==> src/rtl/noc_pkg.sv <==
// Shared NoC packet definitions: flit type codes, head-flit field layout and
// the packetizer FSM state type.
package noc_pkg;

  localparam logic [1:0] FLIT_TYPE_HEAD = 2'b01;
  localparam logic [1:0] FLIT_TYPE_TAIL = 2'b10;

  localparam int unsigned TYPE_LSB = 14;
  localparam int unsigned TYPE_W   = 2;
  localparam int unsigned DEST_LSB = 10;
  localparam int unsigned DEST_W   = 4;
  localparam int unsigned SRC_LSB  = 6;
  localparam int unsigned SRC_W    = 4;
  localparam int unsigned SEQ_LSB  = 0;
  localparam int unsigned SEQ_W    = 6;
  localparam int unsigned BASE_FLIT_W = 16;

  typedef enum logic [1:0] {
    IDLE,
    HEAD,
    TAIL
  } pkt_state_t;

  function automatic logic [BASE_FLIT_W-1:0] make_head(
    input logic [DEST_W-1:0] dest,
    input logic [SRC_W-1:0]  src,
    input logic [SEQ_W-1:0]  seq
  );
    logic [BASE_FLIT_W-1:0] f;
    f = '0;
    f[TYPE_LSB +: TYPE_W] = FLIT_TYPE_HEAD;
    f[DEST_LSB +: DEST_W] = dest;
    f[SRC_LSB  +: SRC_W]  = src;
    f[SEQ_LSB  +: SEQ_W]  = seq;
    return f;
  endfunction

endpackage

==> src/rtl/packetizer_fifo.sv <==
// DATA_W x DEPTH synchronous FIFO with async active-high reset; also flags
// when exactly one word is held so the packetizer can chain packets.
module packetizer_fifo #(
  parameter int unsigned DATA_W = 11,
  parameter int unsigned DEPTH  = 4
) (
  input  logic              clk,
  input  logic              rst,
  input  logic              wr_en,
  input  logic [DATA_W-1:0] wr_data,
  input  logic              rd_en,
  output logic [DATA_W-1:0] rd_data,
  output logic              full,
  output logic              empty,
  output logic              single
);

  localparam int unsigned AW = (DEPTH > 1) ? $clog2(DEPTH) : 1;
  localparam int unsigned CW = AW + 1;

  logic [DATA_W-1:0] mem_q [DEPTH];
  logic [DATA_W-1:0] mem_d [DEPTH];
  logic [AW-1:0]     wr_ptr_q, wr_ptr_d;
  logic [AW-1:0]     rd_ptr_q, rd_ptr_d;
  logic [CW-1:0]     count_q, count_d;
  logic              wr_fire, rd_fire;

  assign full    = (count_q == CW'(DEPTH));
  assign empty   = (count_q == '0);
  assign single  = (count_q == CW'(1));
  assign rd_data = mem_q[rd_ptr_q];

  always_comb begin
    wr_fire  = wr_en && !full;
    rd_fire  = rd_en && !empty;
    wr_ptr_d = wr_ptr_q + AW'(wr_fire);
    rd_ptr_d = rd_ptr_q + AW'(rd_fire);
    count_d  = count_q + CW'(wr_fire) - CW'(rd_fire);
    mem_d    = mem_q;
    if (wr_fire) begin
      mem_d[wr_ptr_q] = wr_data;
    end
  end

  always_ff @(posedge clk or posedge rst) begin
    if (rst) begin
      wr_ptr_q <= '0;
      rd_ptr_q <= '0;
      count_q  <= '0;
    end else begin
      wr_ptr_q <= wr_ptr_d;
      rd_ptr_q <= rd_ptr_d;
      count_q  <= count_d;
    end
  end

  // Storage needs no reset: pointers and count define what is valid.
  always_ff @(posedge clk) begin
    mem_q <= mem_d;
  end

endmodule

==> src/rtl/core_packetizer.sv <==
// Wraps buffered core result words into head+tail NoC packets for the router.
// Optional PKT_SEQ_EN macro enables the 6-bit per-packet sequence counter.
module core_packetizer
  import noc_pkg::*;
#(
  parameter int unsigned      DATA_W = 11,
  parameter int unsigned      FLIT_W = 16,
  parameter int unsigned      DEPTH  = 4,
  parameter logic [SRC_W-1:0] SRC_ID = '0
) (
  input  logic              CLK,
  input  logic              RESET,
  input  logic [DATA_W-1:0] in_data,
  input  logic              in_valid,
  output logic              in_ready,
  input  logic [DEST_W-1:0] dest_addr,
  output logic [FLIT_W-1:0] flit_out,
  output logic              flit_valid,
  input  logic              flit_ready,
  output logic              flit_tail
);

  pkt_state_t        state_q, state_d;
  logic [FLIT_W-1:0] flit_out_q, flit_out_d;
  logic              flit_valid_q, flit_valid_d;
  logic              flit_tail_q, flit_tail_d;
  logic [FLIT_W-1:0] head_word, tail_word;
  logic [DATA_W-1:0] fifo_rd_data;
  logic              fifo_full, fifo_empty, fifo_single;
  logic              wr_en, tail_fire;
  logic [SEQ_W-1:0]  seq_d;

  assign in_ready   = !RESET && !fifo_full;
  assign wr_en      = in_valid && in_ready;
  assign tail_fire  = (state_q == TAIL) && flit_ready;
  assign flit_out   = flit_out_q;
  assign flit_valid = flit_valid_q;
  assign flit_tail  = flit_tail_q;

  packetizer_fifo #(
    .DATA_W (DATA_W),
    .DEPTH  (DEPTH)
  ) u_fifo (
    .clk     (CLK),
    .rst     (RESET),
    .wr_en   (wr_en),
    .wr_data (in_data),
    .rd_en   (tail_fire),
    .rd_data (fifo_rd_data),
    .full    (fifo_full),
    .empty   (fifo_empty),
    .single  (fifo_single)
  );

`ifdef PKT_SEQ_EN
  logic [SEQ_W-1:0] seq_q;

  always_comb begin
    seq_d = seq_q;
    if (tail_fire) begin
      seq_d = seq_q + 1'b1;
    end
  end

  always_ff @(posedge CLK or posedge RESET) begin
    if (RESET) begin
      seq_q <= '0;
    end else begin
      seq_q <= seq_d;
    end
  end
`else
  assign seq_d = '0;
`endif

  // Head flits carry the post-increment sequence so a chained head sees the new value.
  always_comb begin
    head_word = '0;
    head_word[BASE_FLIT_W-1:0] = make_head(dest_addr, SRC_ID, seq_d);
    tail_word = '0;
    tail_word[TYPE_LSB +: TYPE_W] = FLIT_TYPE_TAIL;
    tail_word[DATA_W-1:0] = fifo_rd_data;
  end

  always_comb begin
    state_d      = state_q;
    flit_out_d   = flit_out_q;
    flit_valid_d = flit_valid_q;
    flit_tail_d  = flit_tail_q;
    case (state_q)
      IDLE: begin
        if (!fifo_empty) begin
          state_d      = HEAD;
          flit_out_d   = head_word;
          flit_valid_d = 1'b1;
          flit_tail_d  = 1'b0;
        end
      end
      HEAD: begin
        if (flit_ready) begin
          state_d     = TAIL;
          flit_out_d  = tail_word;
          flit_tail_d = 1'b1;
        end
      end
      TAIL: begin
        if (flit_ready) begin
          // A word written on the popping edge keeps the FIFO non-empty.
          if (!fifo_single || wr_en) begin
            state_d      = HEAD;
            flit_out_d   = head_word;
            flit_valid_d = 1'b1;
            flit_tail_d  = 1'b0;
          end else begin
            state_d      = IDLE;
            flit_out_d   = '0;
            flit_valid_d = 1'b0;
            flit_tail_d  = 1'b0;
          end
        end
      end
      default: begin
        state_d      = IDLE;
        flit_out_d   = '0;
        flit_valid_d = 1'b0;
        flit_tail_d  = 1'b0;
      end
    endcase
  end

  always_ff @(posedge CLK or posedge RESET) begin
    if (RESET) begin
      state_q      <= IDLE;
      flit_out_q   <= '0;
      flit_valid_q <= 1'b0;
      flit_tail_q  <= 1'b0;
    end else begin
      state_q      <= state_d;
      flit_out_q   <= flit_out_d;
      flit_valid_q <= flit_valid_d;
      flit_tail_q  <= flit_tail_d;
    end
  end

endmodule

==> config.mk <==
export PLATFORM = sky130hd
export DESIGN_NAME = core_packetizer
export DESIGN_NICKNAME = d
export VERILOG_FILES = /design/src/rtl/noc_pkg.sv /design/src/rtl/packetizer_fifo.sv /design/src/rtl/core_packetizer.sv
export SDC_FILE = /design/constraint.sdc
export NUM_CORES = 1
export LEC_CHECK = 0
export ABC_AREA = 1
export BUFFER_PORTS_ARGS = -buffer_cell sky130_fd_sc_hd__buf_4
export CELL_PAD_IN_SITES_DETAIL_PLACEMENT = 0
export CELL_PAD_IN_SITES_GLOBAL_PLACEMENT = 1
export CORE_AREA = 10 10 108 110
export DETAILED_ROUTE_END_ITERATION = 12
export DIE_AREA = 0 0 118 120
export GPL_ROUTABILITY_DRIVEN = 1
export GPL_TIMING_DRIVEN = 1
export PLACE_DENSITY_LB_ADDON = 0.1
export SLEW_MARGIN = 20
export SYNTH_ARGS = -nofsm -noshare
export SYNTH_HDL_FRONTEND = slang
export SYNTH_SLANG_ARGS = --single-unit
==> constraint.sdc <==
create_clock -name CLK -period 3.3 [get_ports CLK]
set_input_delay 0.165 -clock CLK [delete_from_list [all_inputs] [get_ports CLK]]
set_output_delay 0.165 -clock CLK [all_outputs]
set_load 0.02 [all_outputs]
==> results of run 1 <==
synthesized netlist by cell type (all sizes together):
library cell	number
xnor2	1
a21oi	2
edfxtp	44
clkbuf	3
o22ai	10
nand3	8
nor2	26
inv	18
xor2	3
nor3	4
fa	1
o21ai	22
nand2	52
buf	5
nand4	4
dfrtp	24
ha	4
what timing repair did:
action / CTS / global route
hold endpoints to repair: 24 / 0
setup buffers: 0 / 0
hold buffers: 1 / 0
power by group through the flow:
stage / clock network [uW] / logic (uW) / registers (uW)
2_1_floorplan: 0 / 628 / 1370
3_3_place_gp: 0 / 1110 / 1290
3_5_place_dp: 0 / 1110 / 1290
4_1_cts: 760 / 1110 / 1270
5_1_grt: 800 / 1230 / 1290
6_report: 741 / 1080 / 1270
stage by stage:
step                instance area [um2]  hold slack [ns]  util (%)  std cells
floorplan                          2770            0.196         -        231
detailed placement                 3200            0.262      33.5        399
global route                       3420          0.00986      35.9        416
global placement                   3200            0.266      33.5        399
finish                             3420           0.0216      35.9        416
CTS                                3420          0.00613      35.9        416
cell type report:
class,count,area [um2]
clock inverter,7,91.3
clock buffer,9,124
tap,133,166
inverter,18,67.6
fill,988,6120
sequential,68,1920
multi-input combinational,137,721
timing repair buffer,44,333
state kept, by name (all words and copies together) (netlist names):
register	cells
u_fifo.mem_q	44
flit_out	14
u_fifo.count_q	3
u_fifo.rd_ptr_q	2
u_fifo.wr_ptr_q	2
flit_tail	1
flit_valid	1
state_q	1
worst max-delay path by stage:
| stage | cells past startpoint | end | slack [ns] | start |
|---|---|---|---|---|
| floorplan | 3 | u_fifo.mem_q[22] | 1.13 | RESET |
| global placement | 10 | u_fifo.count_q[2] | 1.25 | flit_tail |
| detailed placement | 10 | u_fifo.count_q[2] | 1.23 | flit_tail |
| CTS | 10 | u_fifo.count_q[2] | 1.21 | flit_tail |
| global route | 10 | u_fifo.count_q[2] | 1.05 | flit_tail |
| finish | 10 | u_fifo.count_q[2] | 1.25 | flit_tail |
per-layer routing:
metal | share of wire, % | track usage (%) | vias up
li1 | - | - | 881
met5 | 0 | 0 | -
met2 | 44 | 13.8 | 41
met1 | 49 | 11.3 | 827
met4 | 1.7 | 4.87 | 0
met3 | 5.4 | 3.00 | 10
kinds of logic (layout without fill, tap and decap cells):
group	count (synthesis)	in the layout	share of synthesized area (%)
buffers and inverters	26	78	4.48
xor gates and xnor gates	4	4	1.27
DFF	68	68	69.5
AOI/OAI and AO/OA	34	34	6.60
and+or+nand+nor	94	94	15.6
adders and majority gates	5	5	2.53
cells in the final DEF, fill, tap and decap left out, types with 2 or more instances in the layout:
cell,count
a21oi_1,2
buf_4,43
bufinv_16,2
clkbuf_8,9
clkinv_1,2
clkinvlp_4,2
dfrtp_1,24
edfxtp_1,44
ha_1,4
inv_1,16
inv_2,2
nand2_1,45
nand2_2,7
nand3_1,6
nand4_1,4
nor2_1,22
nor2_2,2
nor2_4,2
nor3_1,4
o21ai_0,22
o22ai_1,10
xor2_1,3
==> impl_metrics.toml, run 1 <==
[clock_tree]
cts_resized = 0
cts_sinks = 68
cts_root_buffer = "clkbuf_8"
h-tree-depth = 3
tritoncts = "yes"
insertion_delay_ns = 0.34
cts_buffers = 9
clk_path_buf_depth = 2
cts.clk_slew.worst_paths_ns = 0.08

[yosys]
yosysTopAreaCellShare_pct = 47.8
ys.warnings.count = 0
synth_cell_types = 26
synth_fp_nets = 255
synthCells = 231
synth.largest_area_cell = "edfxtp_1"
syn_area_um2 = 2770
synth_seq_area_share_pct = 69.5
synth_area_leaders = "edfxtp_1 (48%), dfrtp_1 (22%), nand2_1 (6.1%)"
ys_seq_elements = 68
syn_avg_cell_area_um2 = 12.0

[detailed_routing]
wl_mm = 6.19
vias = 1759
drc = 0
routedWlPerCell_um = 14.9
viasPerCell = 4.23
drt-initial-drc-count = 88
ant_nets = 0
drtPass1Iterations = 4

[worst_setup_path]
reg2reg_slack_ns = 1.25
max_stage_delay_ns = 0.46
crit_family = "adder cells"
crit_arrival_ns = 2.27
cp-start-kind = "flop"
required_ns = 3.52
critPathKind = "reg2reg"
worst_path_most_repeated_cell = "ha_1"
reg2reg_from = "flit_tail"
r2r-end = "u_fifo.count_q[2]"
path_max_fanout = 5
crit_chain = "inv_2 > nor2_2 > nand2_1 > a21oi_1 > ha_1 > inv_1 > ha_1 > fa_1 > xnor2_1 > xor2_1"
end_kind = "flop"
worstRegToRegCells = 10
cpMaxStageDelayCell = "dfrtp_1"
worst-path-buf-inv = 2

[worst_hold_path]
hold_path_depth = 1
hold_path.startpoint = "in_data[5]"
worst_hold_path_type = "in2reg"
min_to = "u_fifo.mem_q[16]"

[sta]
finalHoldViolCount = 0
slew-limit-headroom_pct = 55.0
setup_slack_ns = 1.25
fin_crit_sh_pct = 62.0
clock.fmax_ghz = 0.488
skew_ns = 0.00674
worst_pin_slew_ns = 0.675
fin_setup_tns_ns = 0
rsz0062_at_grt = "false"
slew_viol_final = 0
period_minus_slack_ns = 2.05
setup_viol_count_final = 0

[place]
dp_hpwl_mm = 4.07
gp_congestion = 0.699
pre_cts_ws_ns = 1.23
io_buffers = 37

[floorplanning]
dieArea_um2 = 14200
num_rows = 36
die_w_um = 118
initial_core_util_pct = 29.0
die_h_um = 120
coreArea_um2 = 9550
ios = 38

[cells_and_area]
fin_nets = 302
area.growth.synth_to_final_pct = 23.8
n_antenna_cell = 0
drive_above_1_share_pct = 25.4

[pwr]
power_frac_clock_pct = 24.0
p_sw_share_pct = 37.5
power_frac_seq_pct = 41.0
power_density_nw_per_um2 = 901
p_int_uw = 1930
peakVddDrop_uv = 300
combPwrFrac_pct = 35.0
switchingPower_uw = 1160
total_leakage_power_uw = 0.00144
total_power_uw = 3090

[global_routing]
grt_pass1_vias = 1792
grt.total_usage_pct = 9.09
grt_max_degree = 26
antenna_found_initial = 0
globalRoute.totalOverflow = 0
grt_pass1_wl_mm = 9.94

[run]
drv_cap = 0

[status]
status = "completed"
No activity file was read; power rests on OpenSTA's default activity.
==> inputs of run 2 (changes only) <==
==> constraint.sdc (replaced) <==
create_clock -name CLK -period 1.9 [get_ports CLK]
set_input_delay 0.095 -clock CLK [delete_from_list [all_inputs] [get_ports CLK]]
set_output_delay 0.095 -clock CLK [all_outputs]
set_load 0.02 [all_outputs]
==> run 2 against run 1 <==
Sequential power increased by 69%. Critical endpoint unchanged. Critical path depth decreased by 2. Sequential share of layout area decreased by 2.9 points. Flip-flop and latch count unchanged. Largest cell class unchanged. First-iteration DRC count decreased by 40%. Total power increased by 72%. Hold slack improved by 0.0061 ns. Core utilization increased by 2.0 points. Design area increased by 5.6%.
==> impl_metrics.toml, run 2 (synthesis gave the netlist of run 1 again) <==
[global_routing]
grt_busiest_layer = "met2"
grt_pass1_wl_mm = 10.1
grt_pass1_vias = 1815
antenna_found_initial = 0
grt.total_usage_pct = 9.23
global_route.usage.met2_pct = 13.6
gr-usage-met3_pct = 2.91
globalRoute.totalOverflow = 0
grtUsageMet1_pct = 11.7
grt_max_degree = 25

[cells_and_area]
nFillCells = 950
drive_above_1_share_pct = 29.3
final_common_cell = "buf_4"
mostFrequentLayoutCells = "buf_4 (54), nand2_1 (45), edfxtp_1 (44)"
area.growth.synth_to_final_pct = 30.8
n_antenna_cell = 0
regMostFlops = "u_fifo.mem_q"
largest_reg_flops = 44
fin_nets = 326
fin_area_um2 = 3620

[worst_setup_path]
r2r-end = "u_fifo.count_q[2]"
worstRegToRegCells = 8
critPathKind = "reg2reg"
cp-start-kind = "flop"
crit_arrival_ns = 2.08
reg2reg_slack_ns = 0.05
reg2reg_from = "u_fifo.count_q[1]"
end_kind = "flop"
required_ns = 2.14
path_max_fanout = 2

[pwr]
peakVddDrop_uv = 467
p_sw_share_pct = 38.7
switchingPower_uw = 2060
total_power_uw = 5310
combPwrFrac_pct = 39.7
total_leakage_power_uw = 0.00153
power_frac_seq_pct = 40.4
p_int_uw = 3250
power_density_nw_per_um2 = 1470
power_frac_clock_pct = 19.9

[detailed_routing]
vias = 1828
drc = 0
ant_nets = 0
drtPass1Iterations = 7
routedWlPerCell_um = 13.8
viasPerCell = 4.15
drt-initial-drc-count = 53
wl_mm = 6.09

[sta]
setup_viol_count_final = 0
fin_crit_sh_pct = 97.2
slew-limit-headroom_pct = 74.5
finalHoldViolCount = 0
period_minus_slack_ns = 1.85
rsz0062_at_grt = "true"
worst_pin_slew_ns = 0.382
slew_viol_final = 0
clock.fmax_ghz = 0.541
skew_ns = 0.0103

[place]
dp_hpwl_mm = 4.14
io_buffers = 37
place_area_um2 = 3280
gp_congestion = 0.692

[floorplanning]
coreArea_um2 = 9550
initial_core_util_pct = 29.0
die_w_um = 118
num_rows = 36
dieArea_um2 = 14200
die_h_um = 120
ios = 38

[clock_tree]
tritoncts = "yes"
cts.clk_slew.worst_paths_ns = 0.08
cts_sinks = 68
h-tree-depth = 3
clk_path_buf_depth = 2
cts_buffers = 9
cts_root_buffer = "clkbuf_8"
insertion_delay_ns = 0.35

[status]
status = "completed"

[worst_hold_path]
worst_hold_path_type = "in2reg"
hold_path_depth = 3
min_to = "flit_out[11]"
hold_path.startpoint = "dest_addr[1]"

[run]
drv_cap = 0
[run 2: cell count changes in the layout (fill, tap and decap cells not counted), moves of 2 or more]
cell / change
clkinv_1: -2
dfrtp_2: +2
buf_4: +11
dfrtp_1: -2
dlygate4sd3_1: +13
bufinv_16: -2
inv_6: +2
[run 2: worst max path at each step]
stage / start / end
3_3_place_gp: state_q[0] / u_fifo.count_q[2]
2_1_floorplan: RESET / u_fifo.mem_q[22]
4_1_cts: u_fifo.count_q[1] / u_fifo.count_q[2]
5_1_grt: u_fifo.count_q[1] / u_fifo.count_q[2]
6_report: u_fifo.count_q[1] / u_fifo.count_q[2]
3_5_place_dp: state_q[0] / u_fifo.count_q[2]
[run 2: power groups by stage]
| stage | clock network (uW) | registers [uW] | logic [uW] |
|---|---|---|---|
| 6_report | 1060 | 2150 | 2110 |
| 5_1_grt | 1180 | 2200 | 2370 |
| 4_1_cts | 1100 | 2150 | 2140 |
| 3_5_place_dp | 0 | 2180 | 2100 |
| 3_3_place_gp | 0 | 2180 | 2100 |
| 2_1_floorplan | 0 | 2390 | 1090 |
[run 2: layout make-up]
type / instances / area, um2 / area share (%)
inverters: 18 / 67.6 / 1.87
flip-flops and latches: 68 / 1920 / 53.2
clock buffers: 10 / 128 / 3.53
well taps: 133 / 166 / 4.60
clock inverters: 6 / 48.8 / 1.35
repair buffers: 68 / 546 / 15.1
multi-input cells: 137 / 737 / 20.4
[run 2: layer usage]
layer  wire [um]  vias up
li1            -      932
met1        2940      845
met2        2660       40
met3         350       11
met4         138        0
met5           0        -
[run 2: what timing repair did]
action,4_1_cts,5_1_grt
buffers inserted,0,1
hold buffers,14,0
setup endpoints to repair,1,1
endpoints found under the hold margin,70,0
resized for setup,1,2
[run 2: stage by stage]
step	hold WS [ns]	setup WS, ns	setup TNS, ns	util (%)	instances
floorplan	0.126	-0.201	-8.87	-	231
global placement	0.239	0.0424	0	34.3	409
detailed placement	0.237	0.0232	0	34.3	409
CTS	0.0144	0.0398	0	37.7	439
global route	0.0414	-0.0137	-0.0137	37.9	440
finish	0.0276	0.0527	0	37.9	440
[run 2: worst max-delay path: stages (launching register included)]
cell and delay [ns]:
dfrtp_1 0.40, nor2_2 0.15, a21oi_2 0.08, ha_1 0.27, inv_1 0.04, ha_2 0.17, fa_2 0.35, xnor2_2 0.14
xor2_1 0.13
==> inputs of run 3 (changes only) <==
--- a/config.mk
+++ b/config.mk
@@ -9,9 +9,9 @@
 export BUFFER_PORTS_ARGS = -buffer_cell sky130_fd_sc_hd__buf_4
 export CELL_PAD_IN_SITES_DETAIL_PLACEMENT = 0
 export CELL_PAD_IN_SITES_GLOBAL_PLACEMENT = 1
-export CORE_AREA = 10 10 108 110
+export CORE_AREA = 10 10 90 92
 export DETAILED_ROUTE_END_ITERATION = 12
-export DIE_AREA = 0 0 118 120
+export DIE_AREA = 0 0 100 102
 export GPL_ROUTABILITY_DRIVEN = 1
 export GPL_TIMING_DRIVEN = 1
 export PLACE_DENSITY_LB_ADDON = 0.1
==> run 3 against run 2 <==
First-iteration DRC count rose by 32%. Clock-buffer cell count fell by 1. Via count rose by 0.93%. Register-to-register slack got worse by 0.03 ns. Core utilization rose by 19 points. Die area fell by 28%. Hold slack got worse by 0.0067 ns. Non-clock buffer count fell by 3. Final cell count fell by 13%. Sequential power barely moved. Critical path depth rose by 2. Critical endpoint unchanged. Largest cell class unchanged. Largest power group unchanged.
==> impl_metrics.toml, run 3 (synthesis gave the netlist of run 1 again) <==
[cells_and_area]
nFillCells = 555
fin_nets = 323
area.growth.synth_to_final_pct = 29.1
n_antenna_cell = 0
mostFrequentLayoutCells = "buf_4 (53), nand2_1 (45), edfxtp_1 (44)"
regMostFlops = "u_fifo.mem_q"
drive_above_1_share_pct = 29.6
seq_area_um2 = 1920
multiInputGateArea_um2 = 742
final_common_cell = "buf_4"
stdcell_count = 381
largest_reg_flops = 44

[place]
pre_cts_ws_ns = 0.0161
placed_cells = 352
dp_hpwl_mm = 3.76
gp_congestion = 0.754
io_buffers = 37

[worst_setup_path]
reg2reg_from = "flit_tail"
cpMaxStageDelayCell = "dfrtp_2"
max_stage_delay_ns = 0.41
crit_arrival_ns = 2.09
end_kind = "flop"
crit_chain = "inv_2 > nor2_4 > nand2_1 > a21oi_2 > ha_1 > inv_1 > ha_2 > fa_2 > xnor2_2 > xor2_1"
reg2reg_slack_ns = 0.02
required_ns = 2.12
cp-startpoint = "flit_tail"
cp-start-kind = "flop"
path_max_fanout = 2
critPathKind = "reg2reg"

[clock_tree]
cts.clk_slew.worst_paths_ns = 0.08
h-tree-depth = 3
cts_sinks = 68
insertion_delay_ns = 0.34
clk_path_buf_depth = 2
tritoncts = "yes"
cts_buffers = 9
cts_root_buffer = "clkbuf_8"

[sta]
setup_viol_count_final = 0
skew_ns = 0.0104
worst_pin_slew_ns = 0.690
slew_viol_final = 0
rsz0062_at_grt = "true"
slew-limit-headroom_pct = 54.0
setup_slack_ns = 0.0228
fin_setup_tns_ns = 0
fin_crit_sh_pct = 98.8
period_minus_slack_ns = 1.88
finalHoldViolCount = 0
clock.fmax_ghz = 0.533
hold_ws_ns = 0.0209

[floorplanning]
initial_core_util_pct = 44.1
die_w_um = 100
coreArea_um2 = 6280
dieArea_um2 = 10200
ios = 38
die_h_um = 102
num_rows = 29

[detailed_routing]
wl_mm = 5.66
drtPass1Iterations = 4
drt-initial-drc-count = 70
ant_nets = 0
viasPerCell = 4.84
vias = 1845
routedWlPerCell_um = 14.9
drc = 0

[pwr]
peakVddDrop_uv = 821
total_power_uw = 5560
total_leakage_power_uw = 0.00155
power_density_nw_per_um2 = 1560

[global_routing]
grt_pass1_wl_mm = 9.39
antenna_found_initial = 0
grt_pass1_vias = 1904
grt.total_usage_pct = 11.6
grt_max_degree = 25
globalRoute.totalOverflow = 0

[worst_hold_path]
hold_path.startpoint = "dest_addr[3]"
worst_hold_path_type = "in2reg"

[run]
drv_cap = 0

[status]
status = "completed"
run 3: cell count changes in the layout (fill, tap and decap cells not counted):
cell / previous run / this run
bufinv_16: 0 / 2
nor2_4: 2 / 3
clkinvlp_4: 3 / 1
dlygate4sd3_1: 14 / 12
clkinv_2: 0 / 1
nor2_2: 2 / 1
clkbuf_1: 1 / 0
buf_4: 54 / 53
run 3: report_power, final:
group / leakage, uW / switching [uW] / internal [uW] / total [uW]
Clock: 0.000110 / 565 / 748 / 1310
Sequential: 0.000699 / 217 / 1940 / 2160
Combinational: 0.000737 / 1270 / 816 / 2090
Total: 0.00155 / 2050 / 3510 / 5560
run 3: worst max-delay path: cells and delay by family (launching register included):
family / cells / cell delay, ns
fa+ha+maj: 3 / 0.81
flops: 1 / 0.41
simple gates: 2 / 0.10
xor+xnor: 2 / 0.27
compound gates: 1 / 0.05
buf+inv: 2 / 0.12
run 3: routing by layer:
metal / part of all wire (%) / GRT usage, %
met2: 43 / 17.2
met4: 1.2 / 5.22
met3: 7.8 / 3.71
met1: 48 / 15.3
met5: 0 / 0
run 3: layout make-up:
cell class                      count  area share [%]
Sequential cell                    68            53.9
Multi-Input combinational cell    137            20.8
Timing Repair Buffer               65            14.5
Clock buffer                        9            3.47
Clock inverter                      7            2.77
Inverter                           18            1.89
Tap cell                           77            2.70
run 3: final timing paths:
| path | endpoint | cells past startpoint |
|---|---|---|
| min in group asynchronous | u_fifo.count_q[1] | 4 |
| max in group asynchronous | state_q[0] | 4 |
| min | flit_out[13] | 3 |
| min reg2reg | flit_out[5] | 2 |
| max | u_fifo.count_q[2] | 10 |
| max reg2reg | u_fifo.count_q[2] | 10 |
run 3: metrics by stage:
stage	util (%)	cell area (um2)
after floorplan	-	2770
after global placement	51.0	3200
after global routing	56.9	3570
final	56.9	3570
after detailed placement	51.0	3200
after CTS	56.5	3550
run 3: repair_timing:
action | CTS | global route
hold buffers | 12 | 0
endpoints found under the setup margin | 1 | 1
setup buffers | 0 | 1
gates resized for setup | 1 | 3
endpoints found under the hold margin | 68 | 0
